### config.mk
export PLATFORM = sky130hd
export DESIGN_NAME = mdio_slave_regs
export DESIGN_NICKNAME = d
export VERILOG_FILES = /design/src/rtl/mdio_slave_regs.sv
export SDC_FILE = /design/constraint.sdc
export NUM_CORES = 1
export LEC_CHECK = 0
export ABC_CLOCK_PERIOD_IN_PS = 2400
export CORE_UTILIZATION = 48
export DETAILED_ROUTE_END_ITERATION = 8
export HOLD_SLACK_MARGIN = 0.15
export PLACE_DENSITY = 0.76
export SLEW_MARGIN = 30
export SYNTH_ARGS = -nofsm -noshare
export SYNTH_HDL_FRONTEND = slang
export SYNTH_SLANG_ARGS = --single-unit
export TNS_END_PERCENT = 5
### constraint.sdc
create_clock -name sys_clk_50 -period 2.4 [get_ports sys_clk_50]
set_clock_uncertainty 0.1 [all_clocks]
set_input_delay 0.6 -clock sys_clk_50 [delete_from_list [all_inputs] [get_ports sys_clk_50]]
set_output_delay 0.6 -clock sys_clk_50 [all_outputs]
set_load 0.02 [all_outputs]
### src/rtl/mdio_slave_regs.sv
// Clause-22 MDIO responder (PHY side) running entirely in the system clock
// domain. MDC and MDIO are oversampled; each synchronized MDC rising edge
// samples one bit and is the only event that advances the frame FSM.
// Exposes NUM_REGS read/write 16-bit registers plus a read-only status word.
module mdio_slave_regs #(
  parameter logic [4:0] PHY_ADDR    = 5'd1,
  parameter int         NUM_REGS    = 8,
  parameter logic [4:0] STATUS_ADDR = 5'd31,
  parameter int         PRE_LEN     = 32
) (
  input  logic                    sys_clk_50,
  input  logic                    sys_rst,
  input  logic                    mdc,
  input  logic                    mdio_i,
  output logic                    mdio_o,
  output logic                    mdio_t,
  input  logic [15:0]             status_in,
  output logic [NUM_REGS*16-1:0]  regs_flat,
  output logic                    wr_strobe,
  output logic [4:0]              wr_addr,
  output logic [15:0]             wr_data,
  output logic                    rd_strobe,
  output logic                    busy
);

  localparam int              PCW     = $clog2(PRE_LEN + 1);
  localparam logic [PCW-1:0]  PRE_MAX = PCW'(PRE_LEN);
  localparam logic [PCW-1:0]  PRE_ONE = PCW'(1);
  localparam logic [PCW-1:0]  PRE_ZERO = PCW'(0);

  typedef enum logic [2:0] {
    S_IDLE  = 3'd0,
    S_ST2   = 3'd1,
    S_OP    = 3'd2,
    S_PHYAD = 3'd3,
    S_REGAD = 3'd4,
    S_TA1   = 3'd5,
    S_TA2   = 3'd6,
    S_DATA  = 3'd7
  } state_t;

  // Synchronizer and edge-detect registers
  logic mdc_s1_q, mdc_s2_q, mdc_prev_q;
  logic mdio_s1_q, mdio_s2_q;

  // FSM and frame datapath
  state_t                  state_q, state_d;
  logic                    busy_q;
  logic [PCW-1:0]          pre_cnt_q, pre_cnt_d;
  logic [3:0]              bit_cnt_q, bit_cnt_d;
  logic [1:0]              op_q, op_d;
  logic [4:0]              phyad_q, phyad_d;
  logic [4:0]              regad_q, regad_d;
  logic [14:0]             rx_q, rx_d;
  logic [15:0]             tx_q, tx_d;
  logic                    rd_act_q, rd_act_d;
  logic                    mdio_o_q, mdio_o_d;
  logic                    mdio_t_q, mdio_t_d;
  logic [NUM_REGS*16-1:0]  regs_q, regs_d;
  logic                    wr_strobe_q, wr_strobe_d;
  logic [4:0]              wr_addr_q, wr_addr_d;
  logic [15:0]             wr_data_q, wr_data_d;
  logic                    rd_strobe_q, rd_strobe_d;

  // Combinational helpers
  logic        mdc_rise_s;
  logic        bit_s;
  logic        last2_s, last5_s, last16_s;
  logic        phy_match_s, is_read_s, is_write_s;
  logic [4:0]  regad_full_s;
  logic [15:0] wdata_full_s;
  logic [15:0] rd_word_s;

  assign mdc_rise_s   = mdc_s2_q & ~mdc_prev_q;
  assign bit_s        = mdio_s2_q;
  assign last2_s      = (bit_cnt_q == 4'd1);
  assign last5_s      = (bit_cnt_q == 4'd4);
  assign last16_s     = (bit_cnt_q == 4'd15);
  assign phy_match_s  = (phyad_q == PHY_ADDR);
  assign is_read_s    = (op_q == 2'b10);
  assign is_write_s   = (op_q == 2'b01);
  assign regad_full_s = {regad_q[3:0], bit_s};
  assign wdata_full_s = {rx_q, bit_s};

  // Two-flop synchronizers for MDC/MDIO plus a delayed MDC copy for rise detection.
  always_ff @(posedge sys_clk_50) begin
    if (sys_rst) begin
      mdc_s1_q   <= 1'b0;
      mdc_s2_q   <= 1'b0;
      mdc_prev_q <= 1'b0;
      mdio_s1_q  <= 1'b0;
      mdio_s2_q  <= 1'b0;
    end else begin
      mdc_s1_q   <= mdc;
      mdc_s2_q   <= mdc_s1_q;
      mdc_prev_q <= mdc_s2_q;
      mdio_s1_q  <= mdio_i;
      mdio_s2_q  <= mdio_s1_q;
    end
  end

  // Read data mux for the register address whose last bit is being sampled;
  // the status word wins if it overlaps the RW register range.
  always_comb begin
    rd_word_s = 16'h0000;
    for (int i = 0; i < NUM_REGS; i++) begin
      if (regad_full_s == 5'(i)) begin
        rd_word_s = regs_q[i*16 +: 16];
      end else begin
        rd_word_s = rd_word_s;
      end
    end
    if (regad_full_s == STATUS_ADDR) begin
      rd_word_s = status_in;
    end else begin
      rd_word_s = rd_word_s;
    end
  end

  // FSM state register; busy follows the state being entered.
  always_ff @(posedge sys_clk_50) begin
    if (sys_rst) begin
      state_q <= S_IDLE;
      busy_q  <= 1'b0;
    end else begin
      state_q <= state_d;
      busy_q  <= (state_d != S_IDLE);
    end
  end

  // FSM next-state logic; only a synchronized MDC rise moves the frame along.
  always_comb begin
    state_d = state_q;
    if (mdc_rise_s) begin
      case (state_q)
        S_IDLE:  state_d = (!bit_s && (pre_cnt_q == PRE_MAX)) ? S_ST2 : S_IDLE;
        S_ST2:   state_d = bit_s ? S_OP : S_IDLE;
        S_OP:    state_d = last2_s ? S_PHYAD : S_OP;
        S_PHYAD: state_d = last5_s ? S_REGAD : S_PHYAD;
        S_REGAD: state_d = last5_s ? S_TA1 : S_REGAD;
        S_TA1:   state_d = S_TA2;
        S_TA2:   state_d = S_DATA;
        S_DATA:  state_d = last16_s ? S_IDLE : S_DATA;
        default: state_d = S_IDLE;
      endcase
    end else begin
      state_d = state_q;
    end
  end

  // Per-state datapath: field capture, read latch/shift-out, write commit.
  always_comb begin
    pre_cnt_d   = pre_cnt_q;
    bit_cnt_d   = bit_cnt_q;
    op_d        = op_q;
    phyad_d     = phyad_q;
    regad_d     = regad_q;
    rx_d        = rx_q;
    tx_d        = tx_q;
    rd_act_d    = rd_act_q;
    mdio_o_d    = mdio_o_q;
    mdio_t_d    = mdio_t_q;
    regs_d      = regs_q;
    wr_strobe_d = 1'b0;
    wr_addr_d   = wr_addr_q;
    wr_data_d   = wr_data_q;
    rd_strobe_d = 1'b0;
    if (mdc_rise_s) begin
      case (state_q)
        S_IDLE: begin
          bit_cnt_d = 4'd0;
          if (bit_s) begin
            pre_cnt_d = (pre_cnt_q == PRE_MAX) ? PRE_MAX : (pre_cnt_q + PRE_ONE);
          end else begin
            pre_cnt_d = PRE_ZERO;
          end
        end
        S_ST2: begin
          pre_cnt_d = PRE_ZERO;
          bit_cnt_d = 4'd0;
        end
        S_OP: begin
          op_d      = {op_q[0], bit_s};
          bit_cnt_d = last2_s ? 4'd0 : (bit_cnt_q + 4'd1);
        end
        S_PHYAD: begin
          phyad_d   = {phyad_q[3:0], bit_s};
          bit_cnt_d = last5_s ? 4'd0 : (bit_cnt_q + 4'd1);
        end
        S_REGAD: begin
          regad_d   = regad_full_s;
          bit_cnt_d = last5_s ? 4'd0 : (bit_cnt_q + 4'd1);
          // The read word is captured as soon as the address is complete so
          // it is ready before the turnaround.
          if (last5_s && is_read_s && phy_match_s) begin
            rd_act_d    = 1'b1;
            tx_d        = rd_word_s;
            rd_strobe_d = 1'b1;
          end else begin
            rd_act_d    = 1'b0;
          end
        end
        S_TA1: begin
          // Drive the second turnaround bit low only for our own reads.
          if (rd_act_q) begin
            mdio_t_d = 1'b0;
            mdio_o_d = 1'b0;
          end else begin
            mdio_t_d = 1'b1;
            mdio_o_d = 1'b0;
          end
        end
        S_TA2: begin
          bit_cnt_d = 4'd0;
          if (rd_act_q) begin
            mdio_o_d = tx_q[15];
            tx_d     = {tx_q[14:0], 1'b0};
          end else begin
            mdio_o_d = 1'b0;
          end
        end
        S_DATA: begin
          rx_d = wdata_full_s[14:0];
          if (last16_s) begin
            bit_cnt_d = 4'd0;
            pre_cnt_d = PRE_ZERO;
            rd_act_d  = 1'b0;
            mdio_t_d  = 1'b1;
            mdio_o_d  = 1'b0;
            if (is_write_s && phy_match_s) begin
              wr_strobe_d = 1'b1;
              wr_addr_d   = regad_q;
              wr_data_d   = wdata_full_s;
              for (int i = 0; i < NUM_REGS; i++) begin
                if ((regad_q == 5'(i)) && (regad_q != STATUS_ADDR)) begin
                  regs_d[i*16 +: 16] = wdata_full_s;
                end else begin
                  regs_d[i*16 +: 16] = regs_q[i*16 +: 16];
                end
              end
            end else begin
              wr_strobe_d = 1'b0;
            end
          end else begin
            bit_cnt_d = bit_cnt_q + 4'd1;
            if (rd_act_q) begin
              mdio_o_d = tx_q[15];
              tx_d     = {tx_q[14:0], 1'b0};
            end else begin
              mdio_o_d = 1'b0;
            end
          end
        end
        default: begin
          pre_cnt_d = PRE_ZERO;
          bit_cnt_d = 4'd0;
          rd_act_d  = 1'b0;
          mdio_t_d  = 1'b1;
          mdio_o_d  = 1'b0;
        end
      endcase
    end else begin
      wr_strobe_d = 1'b0;
    end
  end

  // Datapath and register-file flops.
  always_ff @(posedge sys_clk_50) begin
    if (sys_rst) begin
      pre_cnt_q   <= PRE_ZERO;
      bit_cnt_q   <= 4'd0;
      op_q        <= 2'b00;
      phyad_q     <= 5'd0;
      regad_q     <= 5'd0;
      rx_q        <= 15'd0;
      tx_q        <= 16'h0000;
      rd_act_q    <= 1'b0;
      mdio_o_q    <= 1'b0;
      mdio_t_q    <= 1'b1;
      regs_q      <= {(NUM_REGS*16){1'b0}};
      wr_strobe_q <= 1'b0;
      wr_addr_q   <= 5'd0;
      wr_data_q   <= 16'h0000;
      rd_strobe_q <= 1'b0;
    end else begin
      pre_cnt_q   <= pre_cnt_d;
      bit_cnt_q   <= bit_cnt_d;
      op_q        <= op_d;
      phyad_q     <= phyad_d;
      regad_q     <= regad_d;
      rx_q        <= rx_d;
      tx_q        <= tx_d;
      rd_act_q    <= rd_act_d;
      mdio_o_q    <= mdio_o_d;
      mdio_t_q    <= mdio_t_d;
      regs_q      <= regs_d;
      wr_strobe_q <= wr_strobe_d;
      wr_addr_q   <= wr_addr_d;
      wr_data_q   <= wr_data_d;
      rd_strobe_q <= rd_strobe_d;
    end
  end

  // The pad is released the moment reset asserts, not a cycle later.
  assign mdio_t    = mdio_t_q | sys_rst;
  assign mdio_o    = mdio_o_q;
  assign regs_flat = regs_q;
  assign wr_strobe = wr_strobe_q;
  assign wr_addr   = wr_addr_q;
  assign wr_data   = wr_data_q;
  assign rd_strobe = rd_strobe_q;
  assign busy      = busy_q;

endmodule

Word-level counts from Yosys, hierarchy flattened

Index checks and enable logic that the tools add are counted.

Add/sub/neg operators: 2
Equality and inequality tests: 33
Muxes and demuxes: 39
Bitwise logic cells: 7
Reductions and logical operators: 46

Operator list:

| kind                  | count |
|---|---|
| $mux W16              | 12 |
| $pmux W16 S3          | 1 |
| $eq A5 B3 Y1 const B  | 8 |
| $reduce_and A5 Y1     | 8 |
| $pmux W3 S8           | 1 |
| $eq A5 B2 Y1 const B  | 4 |
| $mux W6               | 3 |
| $pmux W6 S3           | 1 |
| $pmux W4 S4           | 1 |
| $eq A5 B1 Y1 const B  | 3 |
| $eq A3 B3 Y1 const B  | 4 |
| $logic_and A1 B1 Y1   | 12 |
| $mux W4               | 3 |
| $reduce_and A2 Y1     | 6 |
| $reduce_bool A3 Y1    | 4 |
| $logic_not A5 Y1      | 2 |
| $mux W1               | 10 |
| $mux W3               | 3 |
| $reduce_and A3 Y1     | 3 |
| $reduce_and A4 Y1     | 2 |
| $add A6 B1 Y6 const B | 1 |
| $eq A3 B2 Y1 const B  | 2 |
| $eq A6 B6 Y1 const B  | 1 |
| $ne A2 B2 Y1 const B  | 3 |
| 22 further kinds      | 29 |

Bits in registers: 216
Input bits: 20
Logic and storage cells: 156

Depth between registers and ports, before layout

Depth after elaboration: 12
Mapped depth: 9

Worst setup path before layout

OpenSTA, ideal clock, no wires.

Path kind: register to register
From: register bit_cnt_q[0]
To: register regs_q[21], in the netlist regs_flat[21]
Data arrival time: 2.120 ns
Path slack: 0.052 ns
Stages on the path, launching flop included: 10
Path buffers: 3
Cells stage by stage: dfxtp_1 > ha_1 > and3_1 > clkbuf_1 > nand4_4 > nor4b_1 > buf_4 > buf_6 > mux2i_1 > nor2_1

Word-level cells in the longest chain between the ends: 2

Ends and longest elaborated chain:

| what                        | line | source |
|---|---|---|
| start: declaration          | 50   | `logic [3:0] bit_cnt_q, bit_cnt_d;` |
| start signal: assignment    | 287  | `bit_cnt_q <= bit_cnt_d;` |
| $eq A4 B4 Y1                | 78   | `assign last16_s = (bit_cnt_q == 4'd15);` |
| $reduce_and A5 Y1 (no line) | -    |  |
| end signal: assignment      | 280  | `regs_q <= {(NUM_REGS*16){1'b0}};` |
| end signal: assignment      | 296  | `regs_q <= regs_d;` |
| end: declaration            | 59   | `logic [NUM_REGS*16-1:0] regs_q, regs_d;` |

No other way between the ends.
A chain may end at the register's enable or synchronous reset.

Worst setup path in the final report

From: register regs_q[106], in the netlist regs_flat[106]
To: output port regs_flat[106]

RTL lines:

| what             | line | source |
|---|---|---|
| end: declaration | 18   | `output logic [NUM_REGS*16-1:0] regs_flat,` |

No word-level cell between the ends.

==> flow_summary.json <==
{
  "fin_crit_ns": 2.36,
  "cp.arrival_ns": 1.66,
  "yosysUniqueCellTypes": 69,
  "grt_use_met1_pct": 45.1,
  "cp_top_family": "buffers and inverters",
  "synth_cells": 1258,
  "p_leak_nw": 4.34,
  "pin_count": 174,
  "nets": 1424,
  "power_density_mw_per_mm2": 595,
  "grt_pass1_wl_um": 53900,
  "critical_path_buf_inv_count": 1,
  "worstPathRequired_ns": 1.70,
  "hpwl_um": 24000,
  "avgSynthCellArea_sq_um": 8.00,
  "fmax_mhz": 424,
  "synth_nets": 1284,
  "critical_path_depth": 1,
  "tightest_slew_ns": 1.00,
  "grtUsageTotal_pct": 32.3,
  "seq_area_frac_synth_pct": 42.9,
  "cts-buffers-inserted": 24,
  "r2r_end": "tx_q[8]",
  "holdPathEnd": "wr_addr[2]",
  "ctsHoldBuffers": 0,
  "drt-total-wl_um": 35700,
  "slew_headroom_pct": 33.4,
  "crit_fanout": 4,
  "fill_cells": 1786,
  "r2r_start": "bit_cnt_q[1]",
  "htree_levels": 1,
  "status": "completed",
  "cts.sinks": 216,
  "drt_pass1_iterations": 8,
  "clock_latency_ns": 0.52,
  "vias": 10106,
  "syn2layout_area_growth_pct": 29.4,
  "drv_slew": 0,
  "async_flop_share_pct": 0,
  "synth-adder-area-share_pct": 0.746,
  "rows": 52,
  "regArea_sq_mm": 0.00433,
  "reg2regPathDepth": 7,
  "synth_top_family_by_area": "simple AND/OR/NAND/NOR gates",
  "drc": 0,
  "dieHeight_um": 147,
  "cp-end-kind": "output pin",
  "avgViaCountPerCell": 6.00,
  "die-area_sq_mm": 0.0216,
  "synth_top_area_share_pct": 42.9,
  "rsz0062_at_grt": "false",
  "crit_type": "reg -> out",
  "report.final.setup_viol": 0,
  "die_w_um": 147,
  "wire_per_inst_um": 21.2,
  "met3_usage_pct": 4.19,
  "period_share_pct": 98.2,
  "diodes": 0,
  "place.gp.congestion": 0.908,
  "fin_ws_ns": 0.0442,
  "core_sq_mm": 0.0204,
  "multiInputGateArea_sq_mm": 0.00520,
  "grt_max_degree": 228,
  "synth_area_leader_cell": "dfxtp_1",
  "globalRouteOverflowTotal": 0,
  "antenna_left": 0,
  "start_util_pct": 49.3,
  "synthSimpleGateAreaFrac_pct": 25.3,
  "ys_warn_count": 0,
  "clkTransAtPathRegs_ns": 0.06,
  "hold_depth": 2,
  "drive_above_1_share_pct": 9.54,
  "ys_top_cells_by_area": "dfxtp_1 43%, nand2_1 12%, a21oi_1 9.2%",
  "vdd_drop_max_mv": 0.452,
  "muxShareOfSynthArea_pct": 6.04,
  "grt_pass1_vias": 9155,
  "pre_cts_ws_ns": 0.0478,
  "tns_ns": 0,
  "antenna_found_initial": 0,
  "synth-xor-area-share_pct": 0.0870,
  "holdWs_ns": 0.349,
  "drt-initial-drc-count": 1108,
  "ys.flop_type": "dfxtp_1",
  "worstHoldStart": "wr_addr[2]",
  "slowest_stage": "clkdlybuf4s50_1",
  "cts_tree": "done",
  "grtUsageMet2_pct": 50.2,
  "crit_path_cell_trace": "clkdlybuf4s50_1",
  "r2r_slack_ns": 0.05,
  "crit_path_start_kind": "flop",
  "synth-compound-area-share_pct": 19.4,
  "cts-root-buf": "clkbuf_16",
  "postLayoutCoreUtil_pct": 63.8,
  "grt.busiest_layer": "met2",
  "port_buffers": 173,
  "synth_edf_count": 0,
  "synth_area_sq_mm": 0.0101,
  "hold_path.class": "reg -> reg",
  "maxCapViolCount": 0,
  "cts_buffer_depth": 3,
  "cpPeakStageDelay_ns": 0.66,
  "synth-seq-cells": 216,
  "finalHoldViolCount": 0
}
-- report_power, final --
| group | total [mW] | switching (mW) | internal, mW |
|---|---|---|---|
| clock network | 3.97 | 1.52 | 2.45 |
| logic | 0.191 | 0.121 | 0.0699 |
| registers | 3.60 | 0.00512 | 3.59 |
-- routing by layer --
layer	up-vias	part of all wire, %
met5	-	0
met4	0	4.3
met3	86	9.6
met2	567	45
met1	4824	41
li1	4629	-
-- final cells by class --
cell class              count  share of cell area (%)
multi-input cells         912                    39.9
flip-flops and latches    216                    33.2
well taps                 270                    2.59
repair buffers            228                    17.3
clock inverters            11                    1.25
inverters                  16                   0.461
clock buffers              32                    5.31
-- sequential cells by signal, indices dropped and copies added, names as in the netlist, 2 cells and up --
signal / count
phyad_q: 5
rx_q: 15
tx_q: 16
pre_cnt_q: 6
bit_cnt_q: 4
wr_data: 16
regad_q: 5
op_q: 2
regs_flat: 128
state_q: 3
wr_addr: 5
-- worst max path at each step --
stage	from	to	slack, ns
floorplan	bit_cnt_q[0]	regs_flat[21]	0.05
global placement	bit_cnt_q[0]	tx_q[8]	0.12
detailed placement	bit_cnt_q[0]	tx_q[8]	0.05
CTS	bit_cnt_q[0]	tx_q[7]	0.02
global route	regad_q[3]	tx_q[4]	0.004
finish	regs_flat[106]	regs_flat[106]	0.04
-- synthesized netlist by cell type (all sizes together), types with 4 or more instances --
master and number:
nor3b 6, a21oi 186, o22ai 17, mux2 5, nand3 23, or3 4
a31oi 5, nand4b 5, and3 12, o31a 8, inv 16, nor4 4
nand2b 6, ha 6, nand2 319, or2 4, nand3b 17, buf 35
clkbuf 79, o41ai 12, a22oi 4, o21ai 30, nor4b 11, nand4 10
nor3 5, a221oi 7, mux2i 48, a211oi 6, nor2b 22, dfxtp 216
o22a 16, o211ai 8, nor2 69
-- through the flow --
stage	std cells	cell area, sq um	total power, mW
floorplan	1258	10100	3.79
global placement	1640	12200	3.86
detailed placement	1640	12200	3.86
CTS	1683	13000	7.77
global route	1685	13000	7.96
finish	1685	13000	7.76
-- layout by cell type, fill, tap and decap left out, types with 6 or more instances in the layout --
| cell | n |
|---|---|
| a21oi_1 | 186 |
| nand2b_1 | 6 |
| a221oi_1 | 7 |
| nand3_1 | 23 |
| a211oi_1 | 6 |
| o22a_1 | 16 |
| dfxtp_1 | 213 |
| nand3b_1 | 17 |
| nand2_1 | 318 |
| o21ai_0 | 28 |
| and3_1 | 12 |
| nor2b_1 | 22 |
| nand4_1 | 9 |
| inv_1 | 16 |
| clkdlybuf4s50_1 | 172 |
| o211ai_1 | 8 |
| clkbuf_16 | 25 |
| o22ai_1 | 17 |
| nor2_1 | 69 |
| mux2i_1 | 48 |
| buf_12 | 8 |
| buf_4 | 45 |
| o31a_1 | 8 |
| nor3b_1 | 6 |
| o41ai_2 | 7 |
-- logic make-up (layout without fill, tap and decap cells) --
group | count (synthesis) | count (layout)
XOR/XNOR | 1 | 1
buffers and inverters | 130 | 287
flip-flops | 216 | 216
multiplexers | 56 | 56
AO/OA/AOI/OAI | 319 | 319
adder cells (fa/ha/maj) | 6 | 6
AND/OR/NAND/NOR | 530 | 530
-- what timing repair did --
item | 4_1_cts | 5_1_grt
setup endpoints to repair | 0 | 40
buffers inserted | 0 | 2
endpoints found under the hold margin | 0 | 0
resized for setup | 0 | 5
(Power assumes the default switching activity.)
